`config.mk`:
```
export PLATFORM = sky130hd
export DESIGN_NAME = digilock_ctrl
export DESIGN_NICKNAME = d
export VERILOG_FILES = /design/src/rtl/digilock_ctrl.sv
export SDC_FILE = /design/constraint.sdc
export NUM_CORES = 1
export LEC_CHECK = 0
export ABC_AREA = 1
export CORE_MARGIN = 2
export CORE_UTILIZATION = 60
export CTS_CLUSTER_SIZE = 12
export DETAILED_ROUTE_END_ITERATION = 6
export PLACE_DENSITY = 0.83
export SYNTH_ARGS = -nofsm -noshare
export SYNTH_HDL_FRONTEND = slang
export SYNTH_SLANG_ARGS = --single-unit
```
`constraint.sdc`:
```
create_clock -name clk -period 3.8 [get_ports clk]
set_input_delay 0.38 -clock clk [delete_from_list [all_inputs] [get_ports clk]]
set_output_delay 0.38 -clock clk [all_outputs]
set_load 0.005 [all_outputs]
```
`src/rtl/digilock_ctrl.sv`:
```
// digilock_ctrl: digit-by-digit password lock controller.
// Handles password entry and checking, a bounded retry counter with a timed
// lockout, password change from the OPEN state, and clear/abort handling.
// led and ssd are registered versions of a decode of the current state.
// Optional feature: define DIGILOCK_AUTO_RELOCK_EN to add an idle timer that
// returns OPEN to IDLE after RELOCK_CYC cycles without a button pulse.
module digilock_ctrl #(
    parameter int DIGITS      = 4,
    parameter int DIGIT_W     = 4,
    parameter int MAX_TRIES   = 3,
    parameter int LOCKOUT_CYC = 1024,
`ifdef DIGILOCK_AUTO_RELOCK_EN
    parameter int RELOCK_CYC  = 4096,
`endif
    parameter logic [DIGITS*DIGIT_W-1:0] DEFAULT_PWD = '0
) (
    input  logic                 clk,
    input  logic                 rst_n,
    input  logic                 clr,
    input  logic                 enter,
    input  logic                 change,
    input  logic [DIGIT_W-1:0]   switch,
    output logic [5:0]           led,
    output logic [5*DIGITS-1:0]  ssd
);

    localparam int PW     = DIGITS * DIGIT_W;
    localparam int IDX_W  = $clog2(DIGITS);
    localparam int FAIL_W = $clog2(MAX_TRIES + 1);
    localparam int TMR_W  = $clog2(LOCKOUT_CYC);

    localparam logic [IDX_W-1:0]  IDX_LAST = IDX_W'(DIGITS - 1);
    localparam logic [FAIL_W-1:0] FAIL_MAX = FAIL_W'(MAX_TRIES);
    localparam logic [TMR_W-1:0]  TMR_LOAD = TMR_W'(LOCKOUT_CYC - 1);

    // Seven-segment glyph codes: 5'b0xxxx shows a hex digit.
    localparam logic [4:0] G_0     = 5'h00;
    localparam logic [4:0] G_5     = 5'h05;
    localparam logic [4:0] G_C     = 5'h0C;
    localparam logic [4:0] G_D     = 5'h0D;
    localparam logic [4:0] G_E     = 5'h0E;
    localparam logic [4:0] G_BLANK = 5'h10;
    localparam logic [4:0] G_L     = 5'h11;
    localparam logic [4:0] G_P     = 5'h13;
    localparam logic [4:0] G_N     = 5'h14;

    typedef enum logic [2:0] {
        S_IDLE    = 3'd0,
        S_ENTRY   = 3'd1,
        S_CHECK   = 3'd2,
        S_OPEN    = 3'd3,
        S_SET     = 3'd4,
        S_LOCKOUT = 3'd5
    } state_t;

    state_t            state,    state_nxt;
    logic [PW-1:0]     passwd,   passwd_nxt;
    logic [PW-1:0]     in_pwd,   in_pwd_nxt;
    logic [PW-1:0]     new_pwd,  new_pwd_nxt;
    logic [IDX_W-1:0]  idx,      idx_nxt;
    logic [FAIL_W-1:0] fail_cnt, fail_cnt_nxt;
    logic [TMR_W-1:0]  lock_tmr, lock_tmr_nxt;

    logic [5:0]          led_nxt;
    logic [5*DIGITS-1:0] ssd_nxt;
    logic [1:0]          fail_sat;

`ifdef DIGILOCK_AUTO_RELOCK_EN
    localparam int RL_W = $clog2(RELOCK_CYC);
    localparam logic [RL_W-1:0] RL_LOAD = RL_W'(RELOCK_CYC - 1);
    logic [RL_W-1:0] relock_tmr, relock_tmr_nxt;
`endif

    // Write digit d into word at position pos; position 0 is the most
    // significant digit.
    function automatic logic [PW-1:0] put_digit(input logic [PW-1:0]      word,
                                                input logic [IDX_W-1:0]   pos,
                                                input logic [DIGIT_W-1:0] d);
        logic [PW-1:0] w;
        w = word;
        for (int i = 0; i < DIGITS; i++) begin
            if (pos == IDX_W'(i)) begin
                w[(DIGITS-1-i)*DIGIT_W +: DIGIT_W] = d;
            end
        end
        return w;
    endfunction

    // Four-glyph message right-aligned, blanks on the left.
    function automatic logic [5*DIGITS-1:0] message(input logic [4:0] a,
                                                    input logic [4:0] b,
                                                    input logic [4:0] c,
                                                    input logic [4:0] d);
        logic [5*DIGITS-1:0] s;
        s = {DIGITS{G_BLANK}};
        s[19:0] = {a, b, c, d};
        return s;
    endfunction

    // Live switch glyph at position pos, every other position blank.
    function automatic logic [5*DIGITS-1:0] digit_view(input logic [IDX_W-1:0]   pos,
                                                       input logic [DIGIT_W-1:0] d);
        logic [5*DIGITS-1:0] s;
        s = {DIGITS{G_BLANK}};
        for (int i = 0; i < DIGITS; i++) begin
            if (pos == IDX_W'(i)) begin
                s[(DIGITS-1-i)*5 +: 5] = {1'b0, 4'(d)};
            end
        end
        return s;
    endfunction

    // State and datapath registers; reset drops any partial entry or set.
    always_ff @(posedge clk or negedge rst_n) begin
        if (!rst_n) begin
            state    <= S_IDLE;
            passwd   <= DEFAULT_PWD;
            in_pwd   <= '0;
            new_pwd  <= '0;
            idx      <= '0;
            fail_cnt <= '0;
            lock_tmr <= '0;
        end else begin
            state    <= state_nxt;
            passwd   <= passwd_nxt;
            in_pwd   <= in_pwd_nxt;
            new_pwd  <= new_pwd_nxt;
            idx      <= idx_nxt;
            fail_cnt <= fail_cnt_nxt;
            lock_tmr <= lock_tmr_nxt;
        end
    end

`ifdef DIGILOCK_AUTO_RELOCK_EN
    // Idle timer for automatic relock out of OPEN.
    always_ff @(posedge clk or negedge rst_n) begin
        if (!rst_n) begin
            relock_tmr <= '0;
        end else begin
            relock_tmr <= relock_tmr_nxt;
        end
    end
`endif

    // Next-state and datapath update; clr wins over enter, change wins over enter.
    always_comb begin
        state_nxt    = state;
        passwd_nxt   = passwd;
        in_pwd_nxt   = in_pwd;
        new_pwd_nxt  = new_pwd;
        idx_nxt      = idx;
        fail_cnt_nxt = fail_cnt;
        lock_tmr_nxt = lock_tmr;
`ifdef DIGILOCK_AUTO_RELOCK_EN
        relock_tmr_nxt = relock_tmr;
`endif
        case (state)
            S_IDLE: begin
                if (enter) begin
                    state_nxt  = S_ENTRY;
                    idx_nxt    = '0;
                    in_pwd_nxt = '0;
                end
            end
            S_ENTRY: begin
                if (clr) begin
                    idx_nxt    = '0;
                    in_pwd_nxt = '0;
                end else if (enter) begin
                    in_pwd_nxt = put_digit(in_pwd, idx, switch);
                    if (idx == IDX_LAST) begin
                        state_nxt = S_CHECK;
                    end else begin
                        idx_nxt = idx + IDX_W'(1);
                    end
                end
            end
            S_CHECK: begin
                if (in_pwd == passwd) begin
                    state_nxt    = S_OPEN;
                    fail_cnt_nxt = '0;
`ifdef DIGILOCK_AUTO_RELOCK_EN
                    relock_tmr_nxt = RL_LOAD;
`endif
                end else if (fail_cnt + FAIL_W'(1) == FAIL_MAX) begin
                    state_nxt    = S_LOCKOUT;
                    fail_cnt_nxt = FAIL_MAX;
                    lock_tmr_nxt = TMR_LOAD;
                end else begin
                    state_nxt    = S_IDLE;
                    fail_cnt_nxt = fail_cnt + FAIL_W'(1);
                end
            end
            S_OPEN: begin
                if (change) begin
                    state_nxt   = S_SET;
                    idx_nxt     = '0;
                    new_pwd_nxt = '0;
                end else if (enter) begin
                    state_nxt = S_IDLE;
                end
`ifdef DIGILOCK_AUTO_RELOCK_EN
                else if (clr) begin
                    relock_tmr_nxt = RL_LOAD;
                end else if (relock_tmr == '0) begin
                    state_nxt = S_IDLE;
                end else begin
                    relock_tmr_nxt = relock_tmr - RL_W'(1);
                end
`endif
            end
            S_SET: begin
                if (clr) begin
                    state_nxt = S_OPEN;
`ifdef DIGILOCK_AUTO_RELOCK_EN
                    relock_tmr_nxt = RL_LOAD;
`endif
                end else if (enter) begin
                    new_pwd_nxt = put_digit(new_pwd, idx, switch);
                    if (idx == IDX_LAST) begin
                        passwd_nxt = put_digit(new_pwd, idx, switch);
                        state_nxt  = S_IDLE;
                    end else begin
                        idx_nxt = idx + IDX_W'(1);
                    end
                end
            end
            S_LOCKOUT: begin
                if (lock_tmr == '0) begin
                    state_nxt    = S_IDLE;
                    fail_cnt_nxt = '0;
                end else begin
                    lock_tmr_nxt = lock_tmr - TMR_W'(1);
                end
            end
            default: begin
                state_nxt = S_IDLE;
            end
        endcase
    end

    // Display/status decode of the current state; CHECK keeps the last glyphs.
    always_comb begin
        fail_sat = (int'(fail_cnt) >= 3) ? 2'd3 : 2'(fail_cnt);
        led_nxt  = {fail_sat, 4'b0000};
        ssd_nxt  = ssd;
        case (state)
            S_IDLE:    ssd_nxt = message(G_C, G_L, G_5, G_D);
            S_ENTRY: begin
                led_nxt[1] = 1'b1;
                ssd_nxt    = digit_view(idx, switch);
            end
            S_OPEN: begin
                led_nxt[0] = 1'b1;
                ssd_nxt    = message(G_0, G_P, G_E, G_N);
            end
            S_SET: begin
                led_nxt[2] = 1'b1;
                ssd_nxt    = digit_view(idx, switch);
            end
            S_LOCKOUT: begin
                led_nxt[3] = 1'b1;
                ssd_nxt    = message(G_L, G_0, G_C, G_BLANK);
            end
            default: ssd_nxt = ssd;
        endcase
    end

    // Registered outputs.
    always_ff @(posedge clk or negedge rst_n) begin
        if (!rst_n) begin
            led <= '0;
            ssd <= {DIGITS{G_BLANK}};
        end else begin
            led <= led_nxt;
            ssd <= ssd_nxt;
        end
    end

endmodule

```
[Yosys cells after proc, flatten, opt, wreduce, memory -nomap -nowiden]
Cells that the tools add are included.
Storage, ports and cells
  ROM bits: 0
  memories kept: 0
  latch bits: 0
  memory bits (writable): 0
  input port bits: 9
  register bits after elaboration: 87
  output and inout port bits: 26
Operators by class
  reduce and logical (&&, ||, !) cells: 19
  shift operators: 0
  equal/unequal tests: 29
  div/mod/pow operators: 0
  add/sub/neg operators: 3
  $mul: 0
  order comparisons: 1
  bitwise gates (word level): 1
  multiplexer cells: 53
Operator list (count)
  two-way mux 16 bit: 6
  case mux 20 bit (4 select lines): 1
  case mux 16 bit (2 select lines): 2
  two-way mux 3 bit: 12
  AND reduction 4 bit: 8
  two-way mux 10 bit: 3
  two-way mux 4 bit: 7
  inequality test 3 bit (second input constant): 8
  inequality test 2 bit (second input constant): 11
  two-way mux 2 bit: 10
  two-way mux 5 bit: 4
  case mux 10 bit (2 select lines): 1
  case mux 3 bit (6 select lines): 1
  == test 16 bit: 1
  zero test 10 bit: 1
  subtractor 10 x 1 -> 10 bit (second input constant): 1
  case mux 2 bit (4 select lines): 1
  AND reduction 8 bit: 1
  nonzero test 4 bit: 2
  == test 2 bit (second input constant): 3
  == test 3 x 2 -> 1 bit (second input constant): 2
  == test 3 bit (second input constant): 2
  nonzero test 2 bit: 3
  adder 2 x 1 -> 2 bit (second input constant): 2
  10 further kinds: 13

[Depth between registers and ports, before layout]
Gate-level depths: netlist of run 1.
  depth after elaboration: 5
  mapped depth: 11
  mapped depth without buffers: 10

[Worst setup path after synthesis of run 1]
Ideal clock, no wire load.
  kind: register to register
  from: register state[1]
  to: register new_pwd[10]
  setup slack: 2.301 ns
  arrival: 1.370 ns
  period minus slack after synthesis: 1.499 ns
  library setup time: 0.130 ns
  buffers on the path: 1
  required time: 3.670 ns
  cell stages (with the launch flop): 8
  path through: dfrtp_1 > nor2_1 > nand2_2 > nor3_2 > inv_1 > nand2_1 > clkbuf_1 > o21ai_0
On the way
  word-level cells in the longest chain between the ends: 3
  elaborated cells between the ends (all ways): 8
  classes of those cells: 5 x eq/ne; 1 x mux; 2 x reduce/logical
RTL lines
  start: declaration: line 56  | state_t state, state_nxt;
  start signal: assignment: line 124  | state <= state_nxt;
  == test 3 x 2 -> 1 bit / == test 3 bit (equally long branches): line 157  | case (state)
  inequality test 2 bit (no line) / nonzero test 2 bit (equally long branches)
  AND reduction 4 bit (no line)
  end signal: assignment: line 127  | new_pwd <= new_pwd_nxt;
  end: declaration: line 59  | logic [PW-1:0] new_pwd, new_pwd_nxt;
Several ways; a longest one is shown, not always the timed one.
A chain may end at the register's enable or synchronous reset.

[Final worst setup path of run 1]
  from: register state[1]
  to: register passwd[7]
On the way
  word-level cells in the longest chain between the ends: 2
RTL lines
  == test 3 bit: line 157
  AND reduction 4 bit (no line)
  end signal: assignment: line 125  | passwd <= passwd_nxt;
  end: declaration: line 57  | logic [PW-1:0] passwd, passwd_nxt;
No other way between the ends.

==> results.sh, run 1 <==
export IMPL_start_util_pct=62.0
export IMPL_timing_hold_ws_ps=173
export IMPL_cts_buffers=9
export IMPL_grt_pass1_wl_um=15800
export IMPL_vias_per_cell=5.29
export IMPL_clock_fmax_ghz=0.499
export IMPL_grt_usage_pct=26.8
export IMPL_r2r_start="state[1]"
export IMPL_wl_um=9340
export IMPL_drv_slew=0
export IMPL_tightest_slew_ps=1070
export IMPL_yosysTopAreaCell="dfrtp_1"
export IMPL_hold_viol=0
export IMPL_die_y_um=87.8
export IMPL_die_w_um=87.8
export IMPL_gp_congestion=0.906
export IMPL_fin_util_pct=71.0
export IMPL_setup_viol=0
export IMPL_netlist_cell_type_count=34
export IMPL_r2r_cells=9
export IMPL_cp_arrival_ps=2220
export IMPL_rsz0062_at_grt="no"
export IMPL_synth_area_leaders="dfrtp_1, nand2_1, o21ai_0"
export IMPL_clock_path_buffers=2
export IMPL_yosys_warnings=0
export IMPL_clock_sinks=87
export IMPL_die_area_um2=7700
export IMPL_path_common_cell="inv_1"
export IMPL_htree_levels=3
export IMPL_synth_common_cells="nand2_1, inv_1, dfrtp_1"
export IMPL_io_pins=35
export IMPL_synth_seq_area_share_pct=51.8
export IMPL_syn_area_per_cell_um2=7.93
export IMPL_gr_total_overflow=0
export IMPL_rows=30
export IMPL_grt_pass1_vias=3420
export IMPL_fin_nets=582
export IMPL_syn_area_um2=4210
export IMPL_num_vias=3547
export IMPL_drc=0
export IMPL_crit_fanout=18
export IMPL_cp_startpoint="state[1]"
export IMPL_fin_worst_skew_ps=11.0
export IMPL_cts_root_buf="clkbuf_8"
export IMPL_drt_iter0_markers=270
export IMPL_ys_flop_type="dfrtp_1"
export IMPL_area_growth_pct=14.6
export IMPL_cts_resized=0
export IMPL_drive_gt1_share_pct=7.67
export IMPL_cts_tree="done"
export IMPL_fin_crit_sh_pct=52.8
export IMPL_irDropWorstVdd_uv=391
export IMPL_ys_seq_elements=87
export IMPL_worstSetupEndpointType="flop"
export IMPL_synth_edff_count=0
export IMPL_seqCellArea_um2=2180
export IMPL_post_place_ws_ps=1540
export IMPL_status="finished, final reports clean"
export IMPL_min_path_type="in -> async"
export IMPL_ctsHoldBuffers=0
export IMPL_slew_headroom_pct=28.8
export IMPL_yosysMostFrequentCell="nand2_1"
export IMPL_slowest_delay_ps=430
export IMPL_min_period_ps=2010
export IMPL_antenna_cells=0
export IMPL_num_fill_cells=542
export IMPL_synthArstFlopShare_pct=100
export IMPL_cp_required_ps=4020
export IMPL_coreArea_um2=6790
export IMPL_multi_input_area_um2=1650
export IMPL_path_cells="nor2_1 > nand2_2 > nor3_2 > buf_4 > inv_1 > nor2_4 > inv_1 > nand2_1 > o21ai_0"
export IMPL_setup_ws_ps=1790
export IMPL_post_dp_hpwl_um=6660
export IMPL_grt_max_degree=88
export IMPL_cts_clk_slew_worst_paths_ps=90
export IMPL_worstSkewPairLatency_ps=360
export IMPL_slowest_stage="dfrtp_1"
export IMPL_critPathKind="reg -> reg"
export IMPL_grt_antenna_before_repair=0
export IMPL_io_buffers=34
export IMPL_syn_nets=544
export IMPL_p_leak_uw=0.00236
export IMPL_postCtsSetupBuffers=0
export IMPL_yosysTopAreaCellShare_pct=49.3
export IMPL_p_per_area_nw_per_um2=757
export IMPL_drt_pass1_iterations=5
export IMPL_syn_instance_count=531
export IMPL_wl_per_cell_um=13.9
export IMPL_drv_cap=0
export IMPL_drt_antenna_violating_nets=0
export IMPL_setup_tns_ps=0
export IMPL_worst_setup_path_start_kind="flop"
-- per-layer routing --
metal	vias up	share of wire (%)	global-route usage [%]	routed length, µm
met1	1704	45	37.4	4200
met2	92	48	42.1	4480
met5	-	0	0	0
met4	0	2.1	10.8	199
met3	16	5.0	4.34	468
li1	1735	-	-	-
-- logic make-up after synthesis --
kind of cell / count (synthesis) / share of synthesized area, %
adder cells (fa/ha/maj): 4 / 1.19
XOR/XNOR: 5 / 1.04
AND/OR/NAND/NOR: 233 / 23.3
buffers and inverters: 96 / 9.03
AO/OA/AOI/OAI: 106 / 13.6
flip-flops: 87 / 51.8
-- metrics by stage --
step                      cells  power [µW]  cell area [µm²]
after floorplan             531        2490             4210
after global placement      654        2930             4630
after detailed placement    654        3010             4630
after CTS                   670        3660             4830
after global routing        670        3960             4830
final                       670        3650             4830
-- path summary, 6_finish.rpt --
check	endpoint	slack (ps)
max in group asynchronous	passwd[3]	2900
setup / recovery	passwd[7]	1790
hold / removal	lock_tmr[1]	170
min in group clk	ssd[13]	490
hold reg to reg	ssd[13]	490
setup reg to reg	passwd[7]	1790
-- power by group --
| group | switching [µW] | internal (µW) |
|---|---|---|
| Clock | 329 | 325 |
| Combinational | 927 | 590 |
| Sequential | 197 | 1290 |
| Total | 1450 | 2200 |
-- final cells by class --
type | instances | area share, %
flip-flops and latches | 87 | 45.2
multi-input cells | 348 | 34.1
repair buffers | 35 | 7.16
inverters | 88 | 6.84
clock buffers | 12 | 3.01
well taps | 96 | 2.49
clock inverters | 4 | 1.14
-- worst max-delay path: cells and delay by family, from the launching register on --
| kind | cells | cell delay [ps] |
|---|---|---|
| flops | 1 | 430 |
| buf+inv | 3 | 460 |
| simple gates | 5 | 900 |
| compound gates | 1 | 70 |
-- sequential cells by signal, indices dropped and copies added, names as in the netlist --
name	count
state	3
fail_cnt	2
idx	2
lock_tmr	10
in_pwd	16
new_pwd	12
passwd	16
ssd	20
led	6
-- cell usage in the layout, fill, tap and decap left out, types with 7 or more instances in the layout --
master	n
nand2_1	149
inv_1	84
dfrtp_1	83
o21ai_0	66
nor2_1	52
clkdlybuf4s50_1	33
nand3_1	12
o22ai_1	11
a21oi_1	11
clkbuf_8	10
o21ai_1	7
(Power assumes the default switching activity.)
==> run 2, diff against run 1 <==
--- a/config.mk
+++ b/config.mk
@@ -7,10 +7,10 @@
 export LEC_CHECK = 0
 export ABC_AREA = 1
 export CORE_MARGIN = 2
-export CORE_UTILIZATION = 60
+export CORE_UTILIZATION = 58
 export CTS_CLUSTER_SIZE = 12
 export DETAILED_ROUTE_END_ITERATION = 6
-export PLACE_DENSITY = 0.83
+export PLACE_DENSITY = 0.81
 export SYNTH_ARGS = -nofsm -noshare
 export SYNTH_HDL_FRONTEND = slang
 export SYNTH_SLANG_ARGS = --single-unit
==> constraint.sdc (replaced) <==
create_clock -name clk -period 1.98 [get_ports clk]
set_input_delay 0.198 -clock clk [delete_from_list [all_inputs] [get_ports clk]]
set_output_delay 0.198 -clock clk [all_outputs]
set_load 0.005 [all_outputs]
==> run 2 against run 1 <==
  * Sequential share of layout area fell by 0.91 points
  * Final area rose by 2.0%
  * Sequential power rose by 93%
  * Critical endpoint is now in_pwd[0]
==> results.sh, run 2 (synthesis results as in run 1) <==
export IMPL_final_common_cell="nand2_1"
export IMPL_routed_wl_met3_um=617
export IMPL_setup_viol=0
export IMPL_path_buf_inv=3
export IMPL_fin_worst_skew_ps=12.1
export IMPL_fin_nets=591
export IMPL_gr_total_overflow=0
export IMPL_gp_congestion=0.856
export IMPL_coreArea_um2=7140
export IMPL_seq_power_share_pct=40.3
export IMPL_top_layer="met4"
export IMPL_wl_met1_um=4170
export IMPL_worstSetupEndpointType="flop"
export IMPL_min_period_ps=1780
export IMPL_slew_headroom_pct=67.8
export IMPL_worst_setup_path_start_kind="flop"
export IMPL_crit_fanout=6
export IMPL_wl_um=9450
export IMPL_setup_tns_ps=0
export IMPL_drc=0
export IMPL_critPathKind="reg -> reg"
export IMPL_rsz0062_at_grt="no"
export IMPL_die_y_um=89.2
export IMPL_largest_reg_flops=20
export IMPL_grt_pass1_wl_um=16000
export IMPL_r2r_cells=8
export IMPL_route_met2_wl_um=4370
export IMPL_drive_gt1_share_pct=9.43
export IMPL_drv_slew=0
export IMPL_grt_max_degree=51
export IMPL_crit_family="simple AND/OR/NAND/NOR gates"
export IMPL_path_common_cell="inv_1"
export IMPL_rows=31
export IMPL_r2r_setup_slack_ps=200
export IMPL_p_sw_uw=2830
export IMPL_start_util_pct=59.0
export IMPL_io_pins=35
export IMPL_top_register="ssd"
export IMPL_min_path_type="in -> async"
export IMPL_cp_required_ps=2260
export IMPL_htree_levels=3
export IMPL_pwr_share_comb_pct=42.2
export IMPL_r2r_start="state[0]"
export IMPL_grt_usage_pct=26.2
export IMPL_cts_clk_slew_worst_paths_ps=90
export IMPL_worstSkewPairLatency_ps=360
export IMPL_grt_antenna_before_repair=0
export IMPL_cts_root_buf="clkbuf_8"
export IMPL_fin_util_pct=69.0
export IMPL_post_dp_hpwl_um=6990
export IMPL_tightest_slew_ps=483
export IMPL_postCtsSetupBuffers=0
export IMPL_final_cell_mix="nand2_1, inv_1, dfrtp_1"
export IMPL_clock_fmax_ghz=0.563
export IMPL_slowest_stage="dfrtp_1"
export IMPL_fin_crit_sh_pct=89.7
export IMPL_pwr_share_clk_pct=17.4
export IMPL_irDropWorstVdd_uv=741
export IMPL_drt_antenna_violating_nets=0
export IMPL_grt_pass1_vias=3434
export IMPL_timing_rr_end="in_pwd[0]"
export IMPL_drv_cap=0
export IMPL_cp_arrival_ps=2050
export IMPL_hold_viol=0
export IMPL_drt_pass1_iterations=4
export IMPL_clock_path_buffers=2
export IMPL_p_per_area_nw_per_um2=1440
export IMPL_p_leak_uw=0.00241
export IMPL_p_sw_share_pct=40.0
export IMPL_clock_sinks=87
export IMPL_status="finished, final reports clean"
export IMPL_p_int_uw=4250
export IMPL_antenna_cells=0
export IMPL_io_buffers=34
export IMPL_wl_per_cell_um=13.9
export IMPL_cts_buffers=9
export IMPL_drt_iter0_markers=228
export IMPL_die_area_um2=7960
export IMPL_die_w_um=89.2
export IMPL_path_cells="inv_1 > nor2_2 > nand2_2 > nor2_4 > inv_1 > nor2_1 > inv_1 > o21ai_0"
export IMPL_num_vias=3584
export IMPL_area_growth_pct=17.0
export IMPL_largest_registers="ssd x20, in_pwd x16, passwd x16"
export IMPL_vias_per_cell=5.26
export IMPL_cts_tree="done"
export IMPL_slowest_delay_ps=430
## run 2: worst max path at each step
stage / from / endpoint / slack [ps] / cells after the start
floorplan: state[1] / new_pwd[10] / 480 / 7
global placement: state[0] / in_pwd[2] / 250 / 8
detailed placement: state[0] / in_pwd[0] / 240 / 8
CTS: state[0] / in_pwd[0] / 220 / 8
global route: state[1] / idx[0] / 3 / 10
finish: state[0] / in_pwd[0] / 200 / 8
## run 2: final cells by class
| cell class | count | area (µm²) |
|---|---|---|
| sequential | 87 | 2180 |
| timing repair buffer | 44 | 440 |
| clock inverter | 7 | 73.8 |
| inverter | 88 | 330 |
| tap | 99 | 124 |
| clock buffer | 9 | 124 |
| multi-input combinational | 348 | 1650 |
| fill | 604 | 2210 |
## run 2: power groups by stage
stage | sequential (µW) | combinational, µW | clock, µW
2_1_floorplan | 2820 | 1950 | 0
5_1_grt | 2950 | 3420 | 1330
4_1_cts | 2860 | 2980 | 1250
3_5_place_dp | 2890 | 2970 | 0
6_report | 2850 | 2990 | 1230
3_3_place_gp | 2860 | 2870 | 0
## run 2: timing repair
| item | CTS | global route |
|---|---|---|
| hold buffers | 1 | 0 |
| setup endpoints to repair | 0 | 1 |
| resized for setup | 0 | 1 |
| hold endpoints to repair | 34 | 0 |
## run 2: per-layer routing
layer / GRT usage, % / vias up
met5: 0 / -
met3: 6.09 / 23
met1: 36.7 / 1691
met2: 39.6 / 114
met4: 10.4 / 0
li1: - / 1756
## run 2: stage by stage
step	worst slack, ps	hold WS [ps]	std cells	cell area, µm²	total power (µW)
final	203	332	682	4920	7080
after global routing	2.90	380	682	4920	7700
after CTS	224	346	682	4920	7090
after detailed placement	240	191	665	4710	5860
after global placement	252	191	665	4710	5730
after floorplan	481	-97.6	531	4210	4770
==> run 3, diff against run 2 <==
--- a/config.mk
+++ b/config.mk
@@ -7,10 +7,11 @@
 export LEC_CHECK = 0
 export ABC_AREA = 1
 export CORE_MARGIN = 2
-export CORE_UTILIZATION = 58
+export CORE_UTILIZATION = 60
 export CTS_CLUSTER_SIZE = 12
 export DETAILED_ROUTE_END_ITERATION = 6
-export PLACE_DENSITY = 0.81
+export DONT_BUFFER_PORTS = 1
+export PLACE_DENSITY = 0.77
 export SYNTH_ARGS = -nofsm -noshare
 export SYNTH_HDL_FRONTEND = slang
 export SYNTH_SLANG_ARGS = --single-unit
==> run 3 against run 2 <==
  * Clock power grew 6%
  * Sequential share of layout area up 3.4 points
  * Maximum frequency grew 0.65%
  * Sequential power grew 2%
  * The flow now finishes with violations (hold timing)
  * Global-route usage about the same
  * Power down 5.8%
==> results.sh, run 3 (synthesis results as in run 1) <==
export IMPL_status="complete, but fails checks"
export IMPL_violations="hold timing"
export IMPL_num_vias=3468
export IMPL_path_depth=8
export IMPL_hold_viol=87
export IMPL_fin_worst_skew_ps=13.7
export IMPL_worst_setup_path_start_kind="flop"
export IMPL_largest_registers="ssd x20, in_pwd x16, passwd x16"
export IMPL_timing_hold_ws_ps=-481
export IMPL_slowest_stage="dfrtp_1"
export IMPL_wl_per_cell_um=14.4
export IMPL_place_area_um2=4330
export IMPL_p_leak_uw=0.00228
export IMPL_p_int_uw=3910
export IMPL_die_y_um=87.8
export IMPL_area_growth_pct=8.62
export IMPL_clock_sinks=87
export IMPL_drv_cap=0
export IMPL_gr_total_overflow=0
export IMPL_p_sw_share_pct=41.5
export IMPL_path_cells="inv_1 > nor2_2 > nand2_2 > nor2_4 > inv_1 > nor2_1 > inv_1 > o21ai_0"
export IMPL_drt_antenna_violating_nets=0
export IMPL_grt_antenna_before_repair=0
export IMPL_pwr_share_clk_pct=19.5
export IMPL_start_util_pct=62.0
export IMPL_p_per_area_nw_per_um2=1460
export IMPL_cp_required_ps=2260
export IMPL_setup_tns_ps=0
export IMPL_slowest_delay_ps=410
export IMPL_grt_pass1_wl_um=15400
export IMPL_ctsHoldBuffers=3
export IMPL_io_buffers=0
export IMPL_stdcell_area_um2=4570
export IMPL_rsz0062_at_grt="no"
export IMPL_tightest_slew_ps=436
export IMPL_cp_startpoint="state[0]"
export IMPL_drt_iter0_markers=216
export IMPL_cts_clk_slew_worst_paths_ps=90
export IMPL_min_period_ps=1770
export IMPL_grt_max_degree=88
export IMPL_min_path_type="in -> async"
export IMPL_largest_reg_flops=20
export IMPL_pwr_share_comb_pct=36.9
export IMPL_crit_fanout=6
export IMPL_fin_crit_sh_pct=89.2
export IMPL_critPathKind="reg -> reg"
export IMPL_grt_usage_pct=26.2
export IMPL_cts_tree="done"
export IMPL_num_fill_cells=571
export IMPL_grt_pass1_vias=3204
export IMPL_antenna_cells=0
export IMPL_clock_fmax_ghz=0.567
export IMPL_seq_power_share_pct=43.5
export IMPL_cp_arrival_ps=2050
export IMPL_r2r_cells=8
export IMPL_drv_slew=0
export IMPL_r2r_start="state[0]"
export IMPL_total_power_uw=6670
export IMPL_drt_pass1_iterations=6
export IMPL_die_area_um2=7700
export IMPL_cts_buffers=9
export IMPL_wl_um=9280
export IMPL_setup_viol=0
export IMPL_fin_nets=557
export IMPL_vias_per_cell=5.38
export IMPL_drc=0
export IMPL_io_pins=35
export IMPL_slew_headroom_pct=70.8
export IMPL_gp_congestion=0.876
export IMPL_top_register="ssd"
export IMPL_crit_family="simple AND/OR/NAND/NOR gates"
export IMPL_irDropWorstVdd_uv=599
export IMPL_worstSetupEndpointType="flop"
export IMPL_path_common_cell="inv_1"
export IMPL_path_buf_inv=3
export IMPL_die_w_um=87.8
export IMPL_r2r_setup_slack_ps=210
export IMPL_htree_levels=3
export IMPL_worstSkewPairLatency_ps=360
export IMPL_final_common_cell="nand2_1"
export IMPL_cts_root_buf="clkbuf_8"
export IMPL_rows=30
export IMPL_post_dp_hpwl_um=6800
export IMPL_p_sw_uw=2770
export IMPL_drive_gt1_share_pct=9.29
export IMPL_clock_path_buffers=2
export IMPL_final_cell_mix="nand2_1, inv_1, dfrtp_1"
export IMPL_coreArea_um2=6790
## run 3: changes by cell type in the layout (fill, tap and decap cells not counted)
cell and change:
clkdlybuf4s50_1 -33, clkinv_4 -3, inv_6 +3, buf_12 -2, clkinv_2 -2, dlygate4sd3_1 +2, inv_8 +2, buf_4 -1
nor2_1 +1, nor2_2 -1
## run 3: layout make-up
| class | instances | area (µm²) | area share (%) |
|---|---|---|---|
| sequential | 87 | 2180 | 47.7 |
| multi-input combinational | 348 | 1650 | 36.0 |
| inverter | 88 | 330 | 7.22 |
| clock buffer | 9 | 124 | 2.71 |
| tap | 96 | 120 | 2.63 |
| clock inverter | 7 | 86.3 | 1.89 |
| timing repair buffer | 10 | 82.6 | 1.81 |
## run 3: what timing repair did
item	4_1_cts	5_1_grt
gates resized for setup	0	0
hold endpoints to repair	90	87
buffers inserted	0	0
## run 3: power by group through the flow
| stage | Sequential [µW] | Combinational (µW) | Clock, µW |
|---|---|---|---|
| final | 2900 | 2460 | 1300 |
| after global routing | 2980 | 2870 | 1410 |
| after CTS | 2910 | 2460 | 1330 |
| after detailed placement | 2940 | 2430 | 0 |
| after global placement | 2910 | 2340 | 0 |
| after floorplan | 2820 | 1950 | 0 |
## run 3: worst paths after layout
kind	to
worst max-delay path	in_pwd[1]
worst min-delay path	lock_tmr[2]
worst max register to register	in_pwd[1]
worst min register to register	lock_tmr[0]
max in group asynchronous	ssd[9]
min in group clk	ssd[12]
## run 3: metal layers
metal  vias to the layer above  track usage, %  part of all wire (%)
met5                         -               0                     0
li1                       1700               -                     -
met3                        15            4.34                   5.4
met2                       110            42.8                    49
met1                      1643            35.9                    44
met4                         0            8.81                   1.7
## run 3: per-stage QoR
stage / std cells / setup WS [ps] / util [%]
3_5_place_dp: 626 / 256 / 63.8
3_3_place_gp: 626 / 319 / 63.8
5_1_grt: 645 / 7.09 / 67.3
2_1_floorplan: 531 / 481 / -
4_1_cts: 645 / 235 / 67.3
6_report: 645 / 215 / 67.3
## run 3: worst reg2reg max path, delay by kind of cell, from the launching register on
kind / cells / cell delay (ps)
and+or+nand+nor: 4 / 850
DFF: 1 / 410
buffers and inverters: 3 / 260
AOI/OAI and AO/OA: 1 / 170
==> RTL edit 1 (settings of run 1) <==
Add an input register stage for `enter`, `change` and `switch`; this delays them by one clock. The other inputs are not delayed to match.
--- a/src/rtl/digilock_ctrl.sv
+++ b/src/rtl/digilock_ctrl.sv
@@ -53,4 +53,14 @@
         S_LOCKOUT = 3'd5
     } state_t;
+
+    logic enter_q;
+    logic change_q;
+    logic [DIGIT_W-1:0] switch_q;
+
+    always_ff @(posedge clk) begin
+        enter_q  <= enter;
+        change_q <= change;
+        switch_q <= switch;
+    end
 
     state_t            state,    state_nxt;
@@ -157,5 +167,5 @@
         case (state)
             S_IDLE: begin
-                if (enter) begin
+                if (enter_q) begin
                     state_nxt  = S_ENTRY;
                     idx_nxt    = '0;
@@ -167,6 +177,6 @@
                     idx_nxt    = '0;
                     in_pwd_nxt = '0;
-                end else if (enter) begin
-                    in_pwd_nxt = put_digit(in_pwd, idx, switch);
+                end else if (enter_q) begin
+                    in_pwd_nxt = put_digit(in_pwd, idx, switch_q);
                     if (idx == IDX_LAST) begin
                         state_nxt = S_CHECK;
@@ -193,9 +203,9 @@
             end
             S_OPEN: begin
-                if (change) begin
+                if (change_q) begin
                     state_nxt   = S_SET;
                     idx_nxt     = '0;
                     new_pwd_nxt = '0;
-                end else if (enter) begin
+                end else if (enter_q) begin
                     state_nxt = S_IDLE;
                 end
@@ -216,8 +226,8 @@
                     relock_tmr_nxt = RL_LOAD;
 `endif
-                end else if (enter) begin
-                    new_pwd_nxt = put_digit(new_pwd, idx, switch);
+                end else if (enter_q) begin
+                    new_pwd_nxt = put_digit(new_pwd, idx, switch_q);
                     if (idx == IDX_LAST) begin
-                        passwd_nxt = put_digit(new_pwd, idx, switch);
+                        passwd_nxt = put_digit(new_pwd, idx, switch_q);
                         state_nxt  = S_IDLE;
                     end else begin
@@ -249,5 +259,5 @@
             S_ENTRY: begin
                 led_nxt[1] = 1'b1;
-                ssd_nxt    = digit_view(idx, switch);
+                ssd_nxt    = digit_view(idx, switch_q);
             end
             S_OPEN: begin
@@ -257,5 +267,5 @@
             S_SET: begin
                 led_nxt[2] = 1'b1;
-                ssd_nxt    = digit_view(idx, switch);
+                ssd_nxt    = digit_view(idx, switch_q);
             end
             S_LOCKOUT: begin
Function: changed (Yosys sat finds a counterexample within 4 cycles, from zero or initial values and one cycle with rst_n low).
==> RTL edit 1 against run 1 <==
Non-clock buffer count is 1 lower; first-iteration DRC count is 21% lower; sequential power is 3% higher; design area is 2.0% higher; total power is 2.4% lower; synthesized area is 2.2% higher; wire length is 2.7% higher; final cell count is 0.60% higher; setup slack worse by 0.14 ns; count of clock-buffer cells in the layout is 2 lower; sequential cell count is 6 higher.
==> RTL edit 1: results (changes against run 1) <==
clock_tree:
  clk_pin_slew_ns: 0.09  # about the same
  cts_max_path_buffers: 2  # unchanged
  cts-resized-gates: 0  # unchanged
  cts_buffers: 9  # unchanged
drt:
  first_pass_iters: 4  # was 5
  vias: 3574  # was 3,547
  wl_um: 9600  # was 9340 um
  drt-initial-drc-count: 214  # was 270
setup_path:
  cp.arrival_ns: 2.40  # was 2.22 ns
  crit_fanout: 12  # was 18
  crit_slowest_cell: "nor2_1"  # was dfrtp_1
  crit_path_max_incr_delay_ns: 0.63  # was 0.43 ns
sta:
  slew_headroom: 0.298  # was 0.288
  finalClockSkew_ns: 0.00916  # was 0.0110 ns
final_layout:
  fillers: 535  # was 542
  drive_above_1_share: 0.0675  # was 0.0767
  top_regs: "ssd (20), in_pwd (16), passwd (16)"  # unchanged
  antenna_cells: 0  # unchanged
  finalNetCount: 586  # was 582
  postLayoutCellArea_sq_um: 4920  # was 4830 sq um
  fin_cells: 674  # was 670
place:
  place.port_buffers: 34  # unchanged
  place_area_sq_um: 4720  # was 4630 sq um
  placed_cells: 658  # was 654
  post-dp-hpwl_um: 6940  # was 6660 um
  place.gp.congestion: 0.896  # was 0.906
  post-place-ws_ns: 1.60  # was 1.54 ns
logic_synthesis:
  synth_nets: 548  # was 544
  yosys-top-cells-area: "dfrtp_1 48%, nand2_1 13%, inv_1 6.9%"  # was dfrtp_1 49%, nand2_1 13%, o21ai_0 7.8%
  synthArstFlopShare: 0.935  # was 1.00
  synthAdderAreaFrac: 0.0116  # was 0.0119
  yosys-top-cells-count: "145 x nand2_1, 83 x dfrtp_1, 79 x inv_1, 67 x nor2_1, 53 x o21ai_0"  # was 149 x nand2_1, 84 x inv_1, 83 x dfrtp_1, 66 x o21ai_0, 52 x nor2_1
  synth_compound_area_frac: 0.128  # was 0.136
  synth_mux_area_frac: 0  # unchanged
  synthCells: 535  # was 531
  synth_cell_type_count: 35  # was 34
  ys_seq_area_frac: 0.535  # was 0.518
  synthXorXnorAreaFrac: 0.0102  # was 0.0104
  yosys_warnings: 0  # unchanged
pwr:
  p_leak_nw: 2.38  # was 2.36 nW
  irDropWorstVdd_uv: 470  # was 391 uV
global_routing:
  grt_pass1_vias: 3469  # was 3,420
  grt_pass1_wl_um: 16100  # was 15,800 um
  antenna_found_initial: 0  # unchanged
  grtUsageTotal: 0.269  # was 0.268
outcome:
  outcome: "finished, final reports clean"  # unchanged
## RTL edit 1: cell types whose count changed after synthesis, moves of 2 or more
cell	change
a31oi_1	-2
nand2_1	-4
o21ai_0	-13
nor2_1	+15
a221o_1	+2
buf_2	+2
o21ai_1	+3
inv_1	-5
clkinv_1	+2
nand3_1	+4
dfxtp_1	+6
nor3_2	-2
## RTL edit 1: layout make-up
type                       count  area share
multi-input combinational    351       0.335
sequential                    93       0.468
clock buffer                  10      0.0259
inverter                      84      0.0641
clock inverter                 6      0.0145
tap                           96      0.0244
timing repair buffer          34      0.0686
## RTL edit 1: layer usage
| metal | part of all wire | vias up | routed length (um) | GRT usage |
|---|---|---|---|---|
| met5 | 0 | - | 0 | 0 |
| met4 | 0.027 | 0 | 260 | 0.110 |
| met3 | 0.050 | 26 | 475 | 0.0392 |
| met2 | 0.45 | 104 | 4350 | 0.416 |
| met1 | 0.47 | 1690 | 4510 | 0.385 |
| li1 | - | 1754 | - | - |
## RTL edit 1: worst paths after layout
check                                             start  slack, ns  cells after the start                       to
worst max-delay path               state[0]$_DFFE_PN0P_       1.65                      5      ssd[10]$_DFFE_PN0P_
worst max register to register     state[0]$_DFFE_PN0P_       1.65                      5      ssd[10]$_DFFE_PN0P_
min in group clk                                 change       0.46                      1         change_q$_DFF_P_
worst min-delay path                              rst_n       0.20                      1   in_pwd[10]$_DFFE_PN0P_
worst min register to register  lock_tmr[0]$_DFFE_PN0P_       0.48                      1  lock_tmr[0]$_DFFE_PN0P_
max in group asynchronous                         rst_n       2.93                      1      ssd[16]$_DFFE_PN0P_
## RTL edit 1: power by group
part | switching [mW] | internal, mW
registers | 0.209 | 1.32
logic | 0.824 | 0.546
clock network | 0.352 | 0.311
==> RTL edit 2 (settings of run 1) <==
Made on the original files. The option `DIGILOCK_AUTO_RELOCK_EN` is turned on by a define.
--- a/src/rtl/digilock_ctrl.sv
+++ b/src/rtl/digilock_ctrl.sv
@@ -5,4 +5,6 @@
 // Optional feature: define DIGILOCK_AUTO_RELOCK_EN to add an idle timer that
 // returns OPEN to IDLE after RELOCK_CYC cycles without a button pulse.
+`define DIGILOCK_AUTO_RELOCK_EN
+
 module digilock_ctrl #(
     parameter int DIGITS      = 4,
Formal check against the unedited RTL: no difference found for any inputs over 10 cycles, from zero or initial values and one cycle with rst_n low; that may be too few to reach the edited logic, so the function may still have changed.
==> RTL edit 2 against run 1 <==
The flow now finishes with violations (DRC); sequential power grew 18%; wire length up 28%; largest cell class unchanged; via count rose by 27%; total power rose by 17%; design area rose by 21%; combinational power rose by 16%; count of clock-buffer cells in the layout shrank 3; sequential cell count up 12; critical path depth rose by 1; synthesized area rose by 24%; setup slack worse by 0.19 ns.
==> RTL edit 2: results (changes against run 1) <==
outcome:
  outcome: "complete, but fails checks"  # was finished, final reports clean
  violations: "DRC"
final_layout:
  comb.multi_input.count: 461  # was 348
  multi_input_area_sq_um: 2280  # was 1650 sq um
  inv_count: 100  # was 88
  n_all_buffers: 36  # was 35
  seq_share: 0.424  # was 0.452
  nClkBuffers: 9  # was 12
  buffer_area_frac: 0.0603  # was 0.0716
  multi_input_area_share: 0.390  # was 0.341
drt:
  wl_met3_um: 749  # was 468 um
  drcViolationCount: 18  # was 0
  wl_met2_um: 5770  # was 4480 um
  first_pass_iters: 7  # was 5
setup_path:
  crit_end: "passwd[13]$_DFFE_PN0P_"  # was passwd[7]$_DFFE_PN0P_
  r2r_slack_ns: 1.60  # was 1.79 ns
  cp.arrival_ns: 2.45  # was 2.22 ns
  crit_fanout: 23  # was 18
global_routing:
  use_met3: 0.0590  # was 0.0434
  grt_start_max_net_pins: 50  # was 88
  grtUsageMet1: 0.350  # was 0.374
  grtUsageTotal: 0.262  # was 0.268
  grt_pass1_wl_um: 20200  # was 15,800 um
pwr:
  p_seq_mw: 1.75  # was 1.48 mW
  p_comb_frac: 0.413  # was 0.415
  switchingPower_mw: 1.77  # was 1.45 mW
logic_synthesis:
  yosys-top-cells-count: "201 x nand2_1, 95 x dfrtp_1, 90 x inv_1, 65 x nor2_1, 50 x o21ai_0"  # was 149 x nand2_1, 84 x inv_1, 83 x dfrtp_1, 66 x o21ai_0, 52 x nor2_1
  ys_seq_area_frac: 0.474  # was 0.518
  yosys-top-cells-area: "dfrtp_1 45%, nand2_1 14%, inv_1 6.5%"  # was dfrtp_1 49%, nand2_1 13%, o21ai_0 7.8%
  synth_cell_type_count: 40  # was 34
  syn-mean-instance-area_sq_um: 7.78  # was 7.93 sq um
place:
  post-place-ws_ns: 1.33  # was 1.54 ns
  placed_cells: 804  # was 654
  place_area_sq_um: 5630  # was 4630 sq um
die:
  die-area_sq_um: 9490  # was 7700 sq um
sta:
  fmax_mhz: 455  # was 499 MHz
  slew_headroom: 0.600  # was 0.288
## RTL edit 2: changes by cell type after synthesis, moves of 5 or more
cell / delta
inv_1: +6
dfrtp_1: +12
nand4_1: +10
o21ai_0: -16
buf_4: +5
o22ai_1: -10
nand2_1: +52
o21ai_2: +8
o21ai_1: +9
nand3_1: +25
nor2_1: +13
## RTL edit 2: kinds of logic (layout without fill, tap and decap cells)
logic type / count (synthesis) / count (layout) / share of synthesized area
xor+xnor: 7 / 7 / 0.0117
fa+ha+maj: 6 / 6 / 0.0143
compound gates: 103 / 103 / 0.119
buf+inv: 113 / 152 / 0.0896
simple gates: 345 / 345 / 0.291
flops: 99 / 99 / 0.474
## RTL edit 2: worst register-to-register path: cells and delay by family, from the launching register on
kind	cells	cell delay (ns)
AND/OR/NAND/NOR	6	1.08
AO/OA/AOI/OAI	1	0.06
buffers and inverters	3	0.42
flip-flops	1	0.52
